**src/rtl/uart_pkg.sv**
```systemverilog
// Shared UART definitions: block-checksum state encoding and default byte width.
package uart_pkg;

  // Default width of a received UART byte.
  localparam int UART_N_DATA_BITS = 8;

  // Block checksum flow: collect bytes, add them up, hand the result over.
  typedef enum logic [1:0] {
    FILL   = 2'd0,
    SUM    = 2'd1,
    RESULT = 2'd2
  } blk_state_t;

endpackage

```
**src/rtl/uart_byte_buffer.sv**
```systemverilog
// Small byte store for one block: synchronous write, combinational read
// so the summing loop can consume one entry per cycle with no read latency.
module uart_byte_buffer #(
  parameter int DATA_W = 8,
  parameter int DEPTH  = 16,
  localparam int AW    = $clog2(DEPTH)
) (
  input  logic              i_clk,
  input  logic              i_wr_en,
  input  logic [AW-1:0]     i_wr_addr,
  input  logic [DATA_W-1:0] i_wr_data,
  input  logic [AW-1:0]     i_rd_addr,
  output logic [DATA_W-1:0] o_rd_data
);

  logic [DATA_W-1:0] mem [DEPTH];

  // Write port: contents need no reset, every entry is rewritten before it is read.
  always_ff @(posedge i_clk) begin
    if (i_wr_en) begin
      mem[i_wr_addr] <= i_wr_data;
    end
  end

  assign o_rd_data = mem[i_rd_addr];

endmodule

```
**src/rtl/uart_block_checksum.sv**
```systemverilog
// Collects BLOCK_LEN bytes from the UART receiver, sums them one entry per
// cycle, and offers the wrapped sum to the transmitter on a valid/ready port.
//
// Output handshake: o_sum_valid rises once the sum is ready and stays high,
// with o_sum frozen, until i_sum_ready is sampled high on a clock edge while
// o_sum_valid is high; that edge is the transfer and o_sum_valid drops on the
// following cycle. i_sum_ready has no effect at any other time.
module uart_block_checksum
  import uart_pkg::*;
#(
  parameter int N_DATA_BITS = UART_N_DATA_BITS,
  parameter int BLOCK_LEN   = 16,
  parameter int SUM_WIDTH   = 8,
  localparam int CW         = $clog2(BLOCK_LEN + 1),
  localparam int PW         = $clog2(BLOCK_LEN)
) (
  input  logic                   i_clk,
  input  logic                   i_reset_n,
  input  logic [N_DATA_BITS-1:0] i_data,
  input  logic                   i_data_valid,
  input  logic                   i_sum_ready,
  output logic [SUM_WIDTH-1:0]   o_sum,
  output logic                   o_sum_valid,
  output logic [CW-1:0]          o_byte_count,
  output logic                   o_busy,
  output logic                   o_overrun
);

  localparam logic [PW-1:0] LAST_PTR   = PW'(BLOCK_LEN - 1);
  localparam logic [CW-1:0] LAST_COUNT = CW'(BLOCK_LEN - 1);

  blk_state_t           state_q, state_d;
  logic                 valid_prev_q, valid_prev_d;
  logic [PW-1:0]        wr_ptr_q, wr_ptr_d;
  logic [PW-1:0]        rd_ptr_q, rd_ptr_d;
  logic [SUM_WIDTH-1:0] acc_q, acc_d;
  logic [SUM_WIDTH-1:0] sum_q, sum_d;
  logic                 sum_valid_q, sum_valid_d;
  logic [CW-1:0]        count_q, count_d;
  logic                 busy_q, busy_d;
  logic                 overrun_q, overrun_d;

  logic                   byte_event;
  logic                   buf_we;
  logic [N_DATA_BITS-1:0] rd_data;
  logic [SUM_WIDTH-1:0]   addend;

  // A held-high valid level produces a single byte event on its rising edge.
  assign byte_event = i_data_valid & ~valid_prev_q;

  // Size cast zero-extends (or truncates) the stored byte to the accumulator width.
  assign addend = SUM_WIDTH'(rd_data);

  uart_byte_buffer #(
    .DATA_W (N_DATA_BITS),
    .DEPTH  (BLOCK_LEN)
  ) u_buf (
    .i_clk     (i_clk),
    .i_wr_en   (buf_we),
    .i_wr_addr (wr_ptr_q),
    .i_wr_data (i_data),
    .i_rd_addr (rd_ptr_q),
    .o_rd_data (rd_data)
  );

  // State and datapath registers; a reset discards any partial block or pending sum.
  always_ff @(posedge i_clk or negedge i_reset_n) begin
    if (!i_reset_n) begin
      state_q      <= FILL;
      valid_prev_q <= 1'b0;
      wr_ptr_q     <= '0;
      rd_ptr_q     <= '0;
      acc_q        <= '0;
      sum_q        <= '0;
      sum_valid_q  <= 1'b0;
      count_q      <= '0;
      busy_q       <= 1'b0;
      overrun_q    <= 1'b0;
    end else begin
      state_q      <= state_d;
      valid_prev_q <= valid_prev_d;
      wr_ptr_q     <= wr_ptr_d;
      rd_ptr_q     <= rd_ptr_d;
      acc_q        <= acc_d;
      sum_q        <= sum_d;
      sum_valid_q  <= sum_valid_d;
      count_q      <= count_d;
      busy_q       <= busy_d;
      overrun_q    <= overrun_d;
    end
  end

  // Next-state logic: fill the buffer, sum it, then hold the result until taken.
  always_comb begin
    state_d      = state_q;
    valid_prev_d = i_data_valid;
    wr_ptr_d     = wr_ptr_q;
    rd_ptr_d     = rd_ptr_q;
    acc_d        = acc_q;
    sum_d        = sum_q;
    sum_valid_d  = sum_valid_q;
    count_d      = count_q;
    busy_d       = busy_q;
    overrun_d    = overrun_q;
    buf_we       = 1'b0;

    case (state_q)
      FILL: begin
        if (byte_event) begin
          buf_we   = 1'b1;
          wr_ptr_d = wr_ptr_q + PW'(1);
          count_d  = count_q + CW'(1);
          if (count_q == LAST_COUNT) begin
            state_d  = SUM;
            rd_ptr_d = '0;
            acc_d    = '0;
            busy_d   = 1'b1;
          end
        end
      end

      SUM: begin
        // The buffer cannot accept bytes while it is being read out.
        if (byte_event) begin
          overrun_d = 1'b1;
        end
        acc_d    = acc_q + addend;
        rd_ptr_d = rd_ptr_q + PW'(1);
        if (rd_ptr_q == LAST_PTR) begin
          state_d     = RESULT;
          sum_d       = acc_q + addend;
          sum_valid_d = 1'b1;
        end
      end

      RESULT: begin
        // A byte arriving on the transfer cycle is also dropped.
        if (byte_event) begin
          overrun_d = 1'b1;
        end
        if (i_sum_ready) begin
          state_d     = FILL;
          sum_valid_d = 1'b0;
          wr_ptr_d    = '0;
          count_d     = '0;
          busy_d      = 1'b0;
        end
      end

      default: begin
        state_d     = FILL;
        sum_valid_d = 1'b0;
        busy_d      = 1'b0;
      end
    endcase
  end

  assign o_sum        = sum_q;
  assign o_sum_valid  = sum_valid_q;
  assign o_byte_count = count_q;
  assign o_busy       = busy_q;
  assign o_overrun    = overrun_q;

endmodule
```
**config.mk**
```make
export PLATFORM = sky130hd
export DESIGN_NAME = uart_block_checksum
export DESIGN_NICKNAME = d
export VERILOG_FILES = /design/src/rtl/uart_pkg.sv /design/src/rtl/uart_byte_buffer.sv /design/src/rtl/uart_block_checksum.sv
export SDC_FILE = /design/constraint.sdc
export NUM_CORES = 1
export LEC_CHECK = 0
export ABC_AREA = 0
export CAP_MARGIN = 0
export CORE_MARGIN = 2
export CORE_UTILIZATION = 52
export DETAILED_ROUTE_END_ITERATION = 8
export GPL_ROUTABILITY_DRIVEN = 1
export GPL_TIMING_DRIVEN = 0
export HOLD_SLACK_MARGIN = 0.1
export PLACE_DENSITY = 0.73
export SYNTH_ARGS = -nofsm -noshare
export SYNTH_HDL_FRONTEND = slang
export SYNTH_SLANG_ARGS = --single-unit
```
**constraint.sdc**
```tcl
create_clock -name i_clk -period 5.2 [get_ports i_clk]
set_clock_uncertainty 0.15 [all_clocks]
set_input_delay 0.78 -clock i_clk [delete_from_list [all_inputs] [get_ports i_clk]]
set_output_delay 0.78 -clock i_clk [all_outputs]
set_load 0.02 [all_outputs]
```
==> results of run 1 <==
==> synth_stat cells, types with 4 or more instances <==
master	count
a21oi_1	10
and2_1	18
clkbuf_1	10
dfrtp_1	35
edfxtp_1	128
ha_1	17
inv_1	10
mux4_2	40
nand2_1	40
nand3_1	5
nor2_1	16
o21ai_0	18
xnor2_1	6
xor2_1	4
==> cell type report <==
cell class	count	area (um^2)	area share
plain buffers	15	61.31	0.007758
clock buffers	18	429.2	0.05431
clock inverters	14	187.7	0.02375
inverters	10	37.54	0.004750
multi-input cells	211	1987	0.2514
flip-flops and latches	163	4720	0.5972
well taps	172	215.2	0.02723
repair buffers	27	265.3	0.03357
==> flip-flops by register name, indices dropped and copies added, names as in the netlist <==
| register | count |
|---|---|
| rd_ptr_q | 4 |
| o_byte_count | 5 |
| wr_ptr_q | 4 |
| u_buf.mem | 128 |
| o_overrun | 1 |
| state_q | 2 |
| acc_q | 8 |
| o_busy | 1 |
| o_sum | 8 |
| valid_prev_q | 1 |
| o_sum_valid | 1 |
==> stage by stage <==
stage / utilization / setup slack [ps]
floorplan: - / 1404
detailed placement: 0.5727 / 799.6
global placement: 0.5731 / 809.8
CTS: 0.6212 / 729.7
global route: 0.6212 / 535.0
finish: 0.6212 / 797.7
==> worst paths after layout <==
path	depth (start not counted)	to	startpoint	slack (ps)
min in group i_clk	1	o_overrun$_DFFE_PN0P_	o_overrun$_DFFE_PN0P_	310
max reg2reg	13	o_sum[6]$_DFFE_PN0P_	rd_ptr_q[0]$_DFFE_PN0P_	800
max in group asynchronous	1	state_q[0]$_DFFE_PN0P_	i_reset_n	4110
min reg2reg	1	o_overrun$_DFFE_PN0P_	o_overrun$_DFFE_PN0P_	310
max	13	o_sum[6]$_DFFE_PN0P_	rd_ptr_q[0]$_DFFE_PN0P_	800
min	1	o_sum[7]$_DFFE_PN0P_	i_reset_n	290
==> logic make-up after synthesis <==
| kind of cell | after synthesis | synth area share |
|---|---|---|
| DFF | 163 | 0.6935 |
| and+or+nand+nor | 95 | 0.06637 |
| muxes | 44 | 0.1386 |
| AOI/OAI and AO/OA | 43 | 0.03751 |
| buffers and inverters | 25 | 0.01453 |
| adders and majority gates | 18 | 0.03420 |
| xor gates and xnor gates | 11 | 0.01526 |
==> critical path: stages (launching register included) <==
cell and delay, ps:
dfrtp_1 380, buf_4 220, buf_1 700, mux4_2 610, mux4_2 540, ha_1 230
inv_1 70, fa_1 200, nor2b_1 60, o21ai_0 200, a21boi_0 150, o21a_1 200
or3_1 340, a41o_1 250
==> power by group through the flow <==
stage	Clock (W)	Combinational [W]	Sequential (W)
after floorplan	0	0.000562	0.00164
after global placement	0	0.000826	0.00162
after detailed placement	0	0.000845	0.00163
after CTS	0.00130	0.000851	0.00160
after global routing	0.00136	0.000925	0.00161
final	0.00128	0.000840	0.00160
==> metal layers <==
| layer | global-route usage | part of all wire |
|---|---|---|
| met3 | 0.04681 | 0.058 |
| met1 | 0.2777 | 0.43 |
| met4 | 0.07217 | 0.010 |
| met5 | 0 | 0 |
| met2 | 0.3067 | 0.51 |
==> results.yml, run 1 <==
logic_synthesis:
  async_reset_ff_frac: 0.2147
  synth_area_leaders: "edfxtp_1 (56%), mux4_2 (13%), dfrtp_1 (13%)"
  ys_seq_elements: 163
  synthCells: 399
  synthFlopType: "edfxtp_1"
  yosysSeqAreaShare: 0.6935
  synth_edf_count: 128
  synth_cell_types: 39
  syn_area_um2: 6805
  synth-warning-count: 0
  synth_nets: 429
  synth_top_area_share: 0.5648
  synth_top_area_cell: "edfxtp_1"
  syn_area_per_cell_um2: 17.06
timing:
  post-route-period-util: 0.8466
  final_hold_viol_count: 0
  timing.setup.tns_ps: 0
  rsz0062_at_grt: "no"
  min_period_ps: 4402
  worst_pin_slew_ps: 893.9
  slew_headroom: 0.4041
  report.final.setup_viol: 0
  maxSlewViolCount: 0
  hold_slack_ps: 291.6
  max_freq_ghz: 0.2272
worst_setup_path:
  cp_max_fo: 10
  path_class: "reg -> reg"
  critical_path_required_ps: 5360
  cp-start-kind: "flip-flop"
  cp-end-kind: "flip-flop"
  arrival_ps: 4560
routing:
  antenna_left: 0
  wire_per_inst_um: 20.07
  wirelength_um: 12650
  drtIter0Drc: 338
  drt_pass1_iterations: 5
  post-route-drc-count: 0
  vias: 3589
  vias_per_cell: 5.697
finish:
  final_nets: 475
  final_common_cell: "edfxtp_1"
  finalInstanceArea_um2: 7903
  drive_above_1_share: 0.1638
  syn_to_final_growth_pct: 16.12
  final_cell_mix: "edfxtp_1 (128), mux4_2 (40), nand2_1 (40)"
  n_antenna_cell: 0
  fillers: 956
  fin_cells: 630
power_and_ir_drop:
  vdd_drop_max_mv: 0.3059
  intPower_w: 0.002708
  leakagePower_nw: 2.793
  report.power.total_w: 0.003723
  clock_power_share: 0.344
  seqPwrFrac: 0.430
  powerDensity_nw_per_um2: 471.1
  net-switching-power_w: 0.001015
  power_frac_comb: 0.225
  power_switching_share: 0.2727
global_route:
  grt_pass1_vias: 3686
  grt_pass1_wl_um: 20360
  antenna_found_initial: 0
  grt-ovfl-total: 0
  grt_max_degree: 36
  grt_use_total: 0.1980
placement:
  io_buffers: 27
  placed_cells: 598
  gp_congestion: 0.8399
  hpwl_um: 8672
  placed_area_um2: 7286
cts:
  hold_buffers: 0
  post_cts_resized: 0
  ctsLongestPathBuffers: 2
  cts.clk_slew.worst_paths_ps: 60
  ctsHtreeMaxLevel: 4
  cts-root-buf: "clkbuf_16"
  clock_sinks: 163
  post_cts_buffers: 0
  cts_tree: "done"
  cts_made_buffers: 17
  clkLatencyLatePin_ps: 420
run:
  drv_cap: 0
worst_hold_path:
  min_path_type: "in -> async"
floorplan:
  die_w_um: 118.4
  start_util: 0.5349
  rows: 41
  core_um2: 12720
  die_area_um2: 14020
  die_h_um: 118.4
  pin_count: 28
outcome:
  status: "finished clean"
(Power assumes the default switching activity.)
==> run 2: changes to the inputs <==
clock period = 4.6 ns   (was 5.2 ns; I/O delays follow)
==> results.yml, run 2 (synthesis results as in run 1) <==
outcome:
  status: "finished clean"
timing:
  maxSlewViolCount: 0
  rsz0062_at_grt: "no"
  report.final.setup_viol: 0
  min_period_ps: 4377
  post-route-period-util: 0.9516
  hold_slack_ps: 196.6
  max_freq_ghz: 0.2284
  setup_ws_ps: 222.5
  final_hold_viol_count: 0
  timing.setup.tns_ps: 0
  slew_headroom: 0.4375
  worst_pin_slew_ps: 843.7
worst_setup_path:
  critical_path_required_ps: 4770
  cp_max_fo: 10
  crit_family: "multiplexers"
  cp_slowest_cell: "buf_1"
  crit_end: "acc_q[6]$_DFFE_PN0P_"
  crit_start: "rd_ptr_q[0]$_DFFE_PN0P_"
  rr_worst_depth: 13
  reg2reg_from: "rd_ptr_q[0]$_DFFE_PN0P_"
  arrival_ps: 4540
  critical_path.cell_chain: "buf_4, buf_1, mux4_2, mux4_2, ha_1, inv_1, fa_1, nor2b_1, o21ai_0, a21boi_0, o21a_1, or3_1, a41o_1"
  cp-end-kind: "flip-flop"
  crit_top_cell: "mux4_2"
  path_class: "reg -> reg"
  r2r_end: "acc_q[6]$_DFFE_PN0P_"
  crit_buf_inv: 3
  crit_path_max_incr_delay_ps: 660
  critical_path_depth: 13
  reg2reg_slack_ps: 220
  cp-start-kind: "flip-flop"
placement:
  pre_cts_ws_ps: 199.6
  io_buffers: 27
  placed_area_um2: 7286
  gp_congestion: 0.8399
  hpwl_um: 8672
  placed_cells: 598
routing:
  wire_per_inst_um: 20.05
  drtIter0Drc: 339
  top_layer: "met4"
  m1WireLength_um: 5253
  wirelength_um: 12630
  antenna_left: 0
  post-route-drc-count: 0
  wl_met3_um: 899
  drt_pass1_iterations: 4
  vias: 3599
  vias_per_cell: 5.713
  wl_met2_um: 6286
floorplan:
  start_util: 0.5349
  die_h_um: 118.4
  pin_count: 28
  die_area_um2: 14020
  rows: 41
  die_w_um: 118.4
  core_um2: 12720
power_and_ir_drop:
  power_frac_comb: 0.226
  seqPwrFrac: 0.430
  powerDensity_nw_per_um2: 533.1
  leakagePower_nw: 2.796
  net-switching-power_w: 0.001152
  clock_power_share: 0.345
  power_switching_share: 0.2734
  vdd_drop_max_mv: 0.3458
  intPower_w: 0.003062
cts:
  cts-root-buf: "clkbuf_16"
  ctsHtreeMaxLevel: 4
  clkLatencyLatePin_ps: 420
  clock_sinks: 163
  cts_made_buffers: 17
  hold_buffers: 0
  cts.clk_slew.worst_paths_ps: 60
  ctsLongestPathBuffers: 2
  cts_tree: "done"
finish:
  final_nets: 475
  drive_above_1_share: 0.1659
  syn_to_final_growth_pct: 16.14
  largest_register: "u_buf.mem"
  n_antenna_cell: 0
  final_cell_mix: "edfxtp_1 (128), mux4_2 (40), nand2_1 (40)"
  finalInstanceArea_um2: 7904
  fin_cells: 630
  final_common_cell: "edfxtp_1"
  largest_reg_flops: 128
global_route:
  grt_use_total: 0.1980
  grt-ovfl-total: 0
  grt_pass1_wl_um: 20360
  grt_pass1_vias: 3686
  grt_max_degree: 36
  antenna_found_initial: 0
run:
  drv_cap: 0
worst_hold_path:
  min_path_type: "in -> async"
-- run 2: repair_timing --
action / CTS / global route
endpoints found under the setup margin: 0 / 2
endpoints found under the hold margin: 0 / 0
buffers inserted: 0 / 0
resized for setup: 0 / 2
-- run 2: how the worst min path moves through the flow --
stage	from	to	slack [ps]	cells after the start
after floorplan	i_reset_n	acc_q[0]$_DFFE_PN0P_	240	0
after global placement	o_overrun$_DFFE_PN0P_	o_overrun$_DFFE_PN0P_	290	1
after detailed placement	o_overrun$_DFFE_PN0P_	o_overrun$_DFFE_PN0P_	300	1
after CTS	i_reset_n	o_sum[7]$_DFFE_PN0P_	220	1
after global routing	i_reset_n	o_sum[1]$_DFFE_PN0P_	250	1
final	i_reset_n	o_sum[7]$_DFFE_PN0P_	200	1
-- run 2: final cells by class --
class | instances | area, um^2
Clock inverter | 14 | 187.7
Tap cell | 172 | 215.2
Buffer | 15 | 62.56
Fill cell | 958 | 4818
Clock buffer | 18 | 429.2
Inverter | 10 | 37.54
Timing Repair Buffer | 27 | 265.3
Multi-Input combinational cell | 211 | 1987
Sequential cell | 163 | 4720
-- run 2: worst reg2reg max path, cell delays in order (launching register included) --
cell	delay [ps]
dfrtp_1	370
buf_4	220
buf_1	660
mux4_2	630
mux4_2	550
ha_1	230
inv_1	70
fa_1	190
nor2b_1	60
o21ai_0	200
a21boi_0	150
o21a_1	200
or3_1	340
a41o_1	250
-- run 2: routing by layer --
layer / vias up / GRT usage
met5: - / 0
met4: 0 / 0.07217
met3: 16 / 0.04681
met2: 117 / 0.3067
met1: 1836 / 0.2777
li1: 1630 / -
-- run 2: metrics by stage --
step	utilization	total power (W)
2_1_floorplan	-	0.002488
3_3_place_gp	0.5731	0.002764
3_5_place_dp	0.5727	0.002793
4_1_cts	0.6212	0.004241
5_1_grt	0.6213	0.004404
6_report	0.6213	0.004214
-- run 2: power groups by stage --
stage	Clock (W)	Sequential, W	Combinational [W]
2_1_floorplan	0	0.00185	0.000636
3_3_place_gp	0	0.00183	0.000933
3_5_place_dp	0	0.00184	0.000955
4_1_cts	0.00147	0.00181	0.000962
5_1_grt	0.00153	0.00182	0.00105
6_report	0.00145	0.00181	0.000951
==> run 3: changes to the inputs <==
ABC_AREA = 1   (was 0)
==> results.yml, run 3 <==
outcome:
  status: "finished clean"
routing:
  vias: 4800
  antenna_left: 0
  post-route-drc-count: 0
  drt_pass1_iterations: 6
  wire_per_inst_um: 18.56
  wirelength_um: 15690
  vias_per_cell: 5.680
  drtIter0Drc: 563
floorplan:
  core_um2: 13240
  die_area_um2: 14560
  pin_count: 28
  rows: 42
  die_w_um: 120.7
  die_h_um: 120.7
  start_util: 0.5344
worst_setup_path:
  cp_max_fo: 10
  crit_family: "simple AND/OR/NAND/NOR gates"
  cp-end-kind: "flip-flop"
  critical_path_depth: 16
  cp_slowest_cell: "dfrtp_1"
  critical_path.cell_chain: "inv_2, clkbuf_1, o21ai_0, o221ai_1, nand3_1, nand3_1, ha_1, inv_1, fa_1, o21ai_1, nand2_1, nand2_1, a21oi_1, or2_1, nand3_1, nand2_1"
  crit_path_max_incr_delay_ps: 520
  crit_buf_inv: 3
  rr_worst_depth: 16
  cp-start-kind: "flip-flop"
  path_class: "reg -> reg"
  critical_path_required_ps: 4770
  arrival_ps: 3850
cts:
  cts_made_buffers: 17
  ctsHtreeMaxLevel: 4
  clkLatencyLatePin_ps: 420
  post_cts_buffers: 0
  ctsLongestPathBuffers: 2
  clock_sinks: 163
  cts_tree: "done"
  hold_buffers: 0
  post_cts_resized: 0
  cts.clk_slew.worst_paths_ps: 60
  cts-root-buf: "clkbuf_16"
finish:
  final_common_cell: "edfxtp_1"
  post-route-util: 0.6153
  fillers: 1043
  largest_reg_flops: 128
  finalInstanceArea_um2: 8148
  syn_to_final_growth_pct: 15.13
  final_cell_mix: "edfxtp_1 (128), nand2_1 (87), nor2_1 (76)"
  final_nets: 688
  n_antenna_cell: 0
  drive_above_1_share: 0.1091
  multiInputGateArea_um2: 2013
  largest_register: "u_buf.mem"
  seq_area_um2: 4720
run:
  drv_cap: 0
placement:
  gp_congestion: 0.8734
  hpwl_um: 10570
  io_buffers: 27
  placed_area_um2: 7562
logic_synthesis:
  synth_edf_count: 128
  synth-warning-count: 0
  synthFlopType: "edfxtp_1"
  synth_top_area_cell: "edfxtp_1"
  syn_area_um2: 7077
  synth_nets: 642
  synthCells: 612
  synth_cell_types: 38
  synth_top_family_by_area: "simple AND/OR/NAND/NOR gates"
  synth_xor_area_frac: 0.004950
  syn_area_per_cell_um2: 11.56
  synth-simple-area-share: 0.1360
  ys_seq_elements: 163
  synth_compound_area_frac: 0.1107
  yosysMostFrequentCell: "edfxtp_1"
  muxShareOfSynthArea: 0
  synth_area_leaders: "edfxtp_1 (54%), dfrtp_1 (12%), o21ai_0 (4.8%)"
  async_reset_ff_frac: 0.2147
  synth_top_area_share: 0.5431
  synth_common_cells: "edfxtp_1 (128), nand2_1 (87), nor2_1 (76)"
  yosysSeqAreaShare: 0.6669
  synth_fa_ha_area_frac: 0.03289
global_route:
  grt-ovfl-total: 0
  antenna_found_initial: 0
  grt_pass1_wl_um: 24630
  grt_max_degree: 36
  grt_use_total: 0.2293
  grt_pass1_vias: 4639
timing:
  max_freq_ghz: 0.2715
  report.final.setup_viol: 0
  rsz0062_at_grt: "no"
  worst_pin_slew_ps: 922.6
  maxSlewViolCount: 0
  post-route-period-util: 0.8006
  timing.setup.tns_ps: 0
  final_hold_viol_count: 0
  min_period_ps: 3683
  slew_headroom: 0.3826
power_and_ir_drop:
  powerDensity_nw_per_um2: 621.2
  leakagePower_nw: 3.113
  vdd_drop_max_mv: 0.4732
  report.power.total_w: 0.005061
worst_hold_path:
  min_path_type: "in -> async"
==> run 3: cell count changes in the layout (fill, tap and decap cells not counted), moves of 18 or more <==
cell     previous run  this run
nor2_1             16        76
and2_1             18         0
nand2_1            40        87
nand3_1             5        31
mux4_2             40         0
inv_1              10        42
o21ai_0            18        68
o22ai_1             0        19
==> run 3: where the power goes <==
part           leakage (nW)  internal [W]  total (W)  switching [W]
Clock                 0.278      0.000853    0.00142       0.000563
Combinational          1.23      0.000641    0.00184        0.00120
Sequential             1.60       0.00172    0.00180      0.0000832
Total                  3.11       0.00321    0.00506        0.00185
==> run 3: kinds of logic (layout without fill, tap and decap cells) <==
family | Yosys count | in the layout
buffers and inverters | 76 | 133
AO/OA/AOI/OAI | 133 | 133
XOR/XNOR | 4 | 4
flip-flops | 163 | 163
AND/OR/NAND/NOR | 218 | 218
adder cells (fa/ha/maj) | 18 | 18
==> run 3: area by class of cell <==
| class | count | share of cell area |
|---|---|---|
| buffer | 24 | 0.01827 |
| clock buffer | 19 | 0.05313 |
| clock inverter | 11 | 0.01873 |
| inverter | 52 | 0.02396 |
| multi-input combinational | 373 | 0.2471 |
| sequential | 163 | 0.5792 |
| tap | 176 | 0.02703 |
| timing repair buffer | 27 | 0.03256 |
==> run 3: worst reg2reg max path: cells and delay by family, from the launching register on <==
family / cells / cell delay (ps)
DFF: 1 / 520
and+or+nand+nor: 7 / 880
AOI/OAI and AO/OA: 4 / 770
buffers and inverters: 3 / 690
adders and majority gates: 2 / 590
==> run 3: routing by layer <==
metal,part of all wire,track usage,wire length (um),up-vias
met3,0.086,0.06368,1352,24
met1,0.41,0.3089,6490,2326
li1,-,-,-,2254
met4,0.019,0.08576,297,0
met2,0.48,0.3577,7546,196
met5,0,0,0,-
==> run 3: final timing paths <==
check	from	end	slack, ps
worst max-delay path	rd_ptr_q[1]$_DFFE_PN0P_	acc_q[6]$_DFFE_PN0P_	920
worst min-delay path	i_reset_n	o_sum[2]$_DFFE_PN0P_	200
worst max register to register	rd_ptr_q[1]$_DFFE_PN0P_	acc_q[6]$_DFFE_PN0P_	920
worst min register to register	o_sum[7]$_DFFE_PN0P_	o_sum[7]$_DFFE_PN0P_	320
max in group asynchronous	i_reset_n	rd_ptr_q[2]$_DFFE_PN0P_	3580
min in group i_clk	o_sum[7]$_DFFE_PN0P_	o_sum[7]$_DFFE_PN0P_	320
==> run 3: stage by stage <==
stage / setup slack (ps) / cells / hold WS, ps
6_report: 917.2 / 845 / 204.5
4_1_cts: 994.4 / 845 / 230.1
3_3_place_gp: 1152 / 815 / 303.3
2_1_floorplan: 1863 / 612 / 244.4
3_5_place_dp: 1093 / 815 / 314.5
5_1_grt: 709.8 / 845 / 270.3
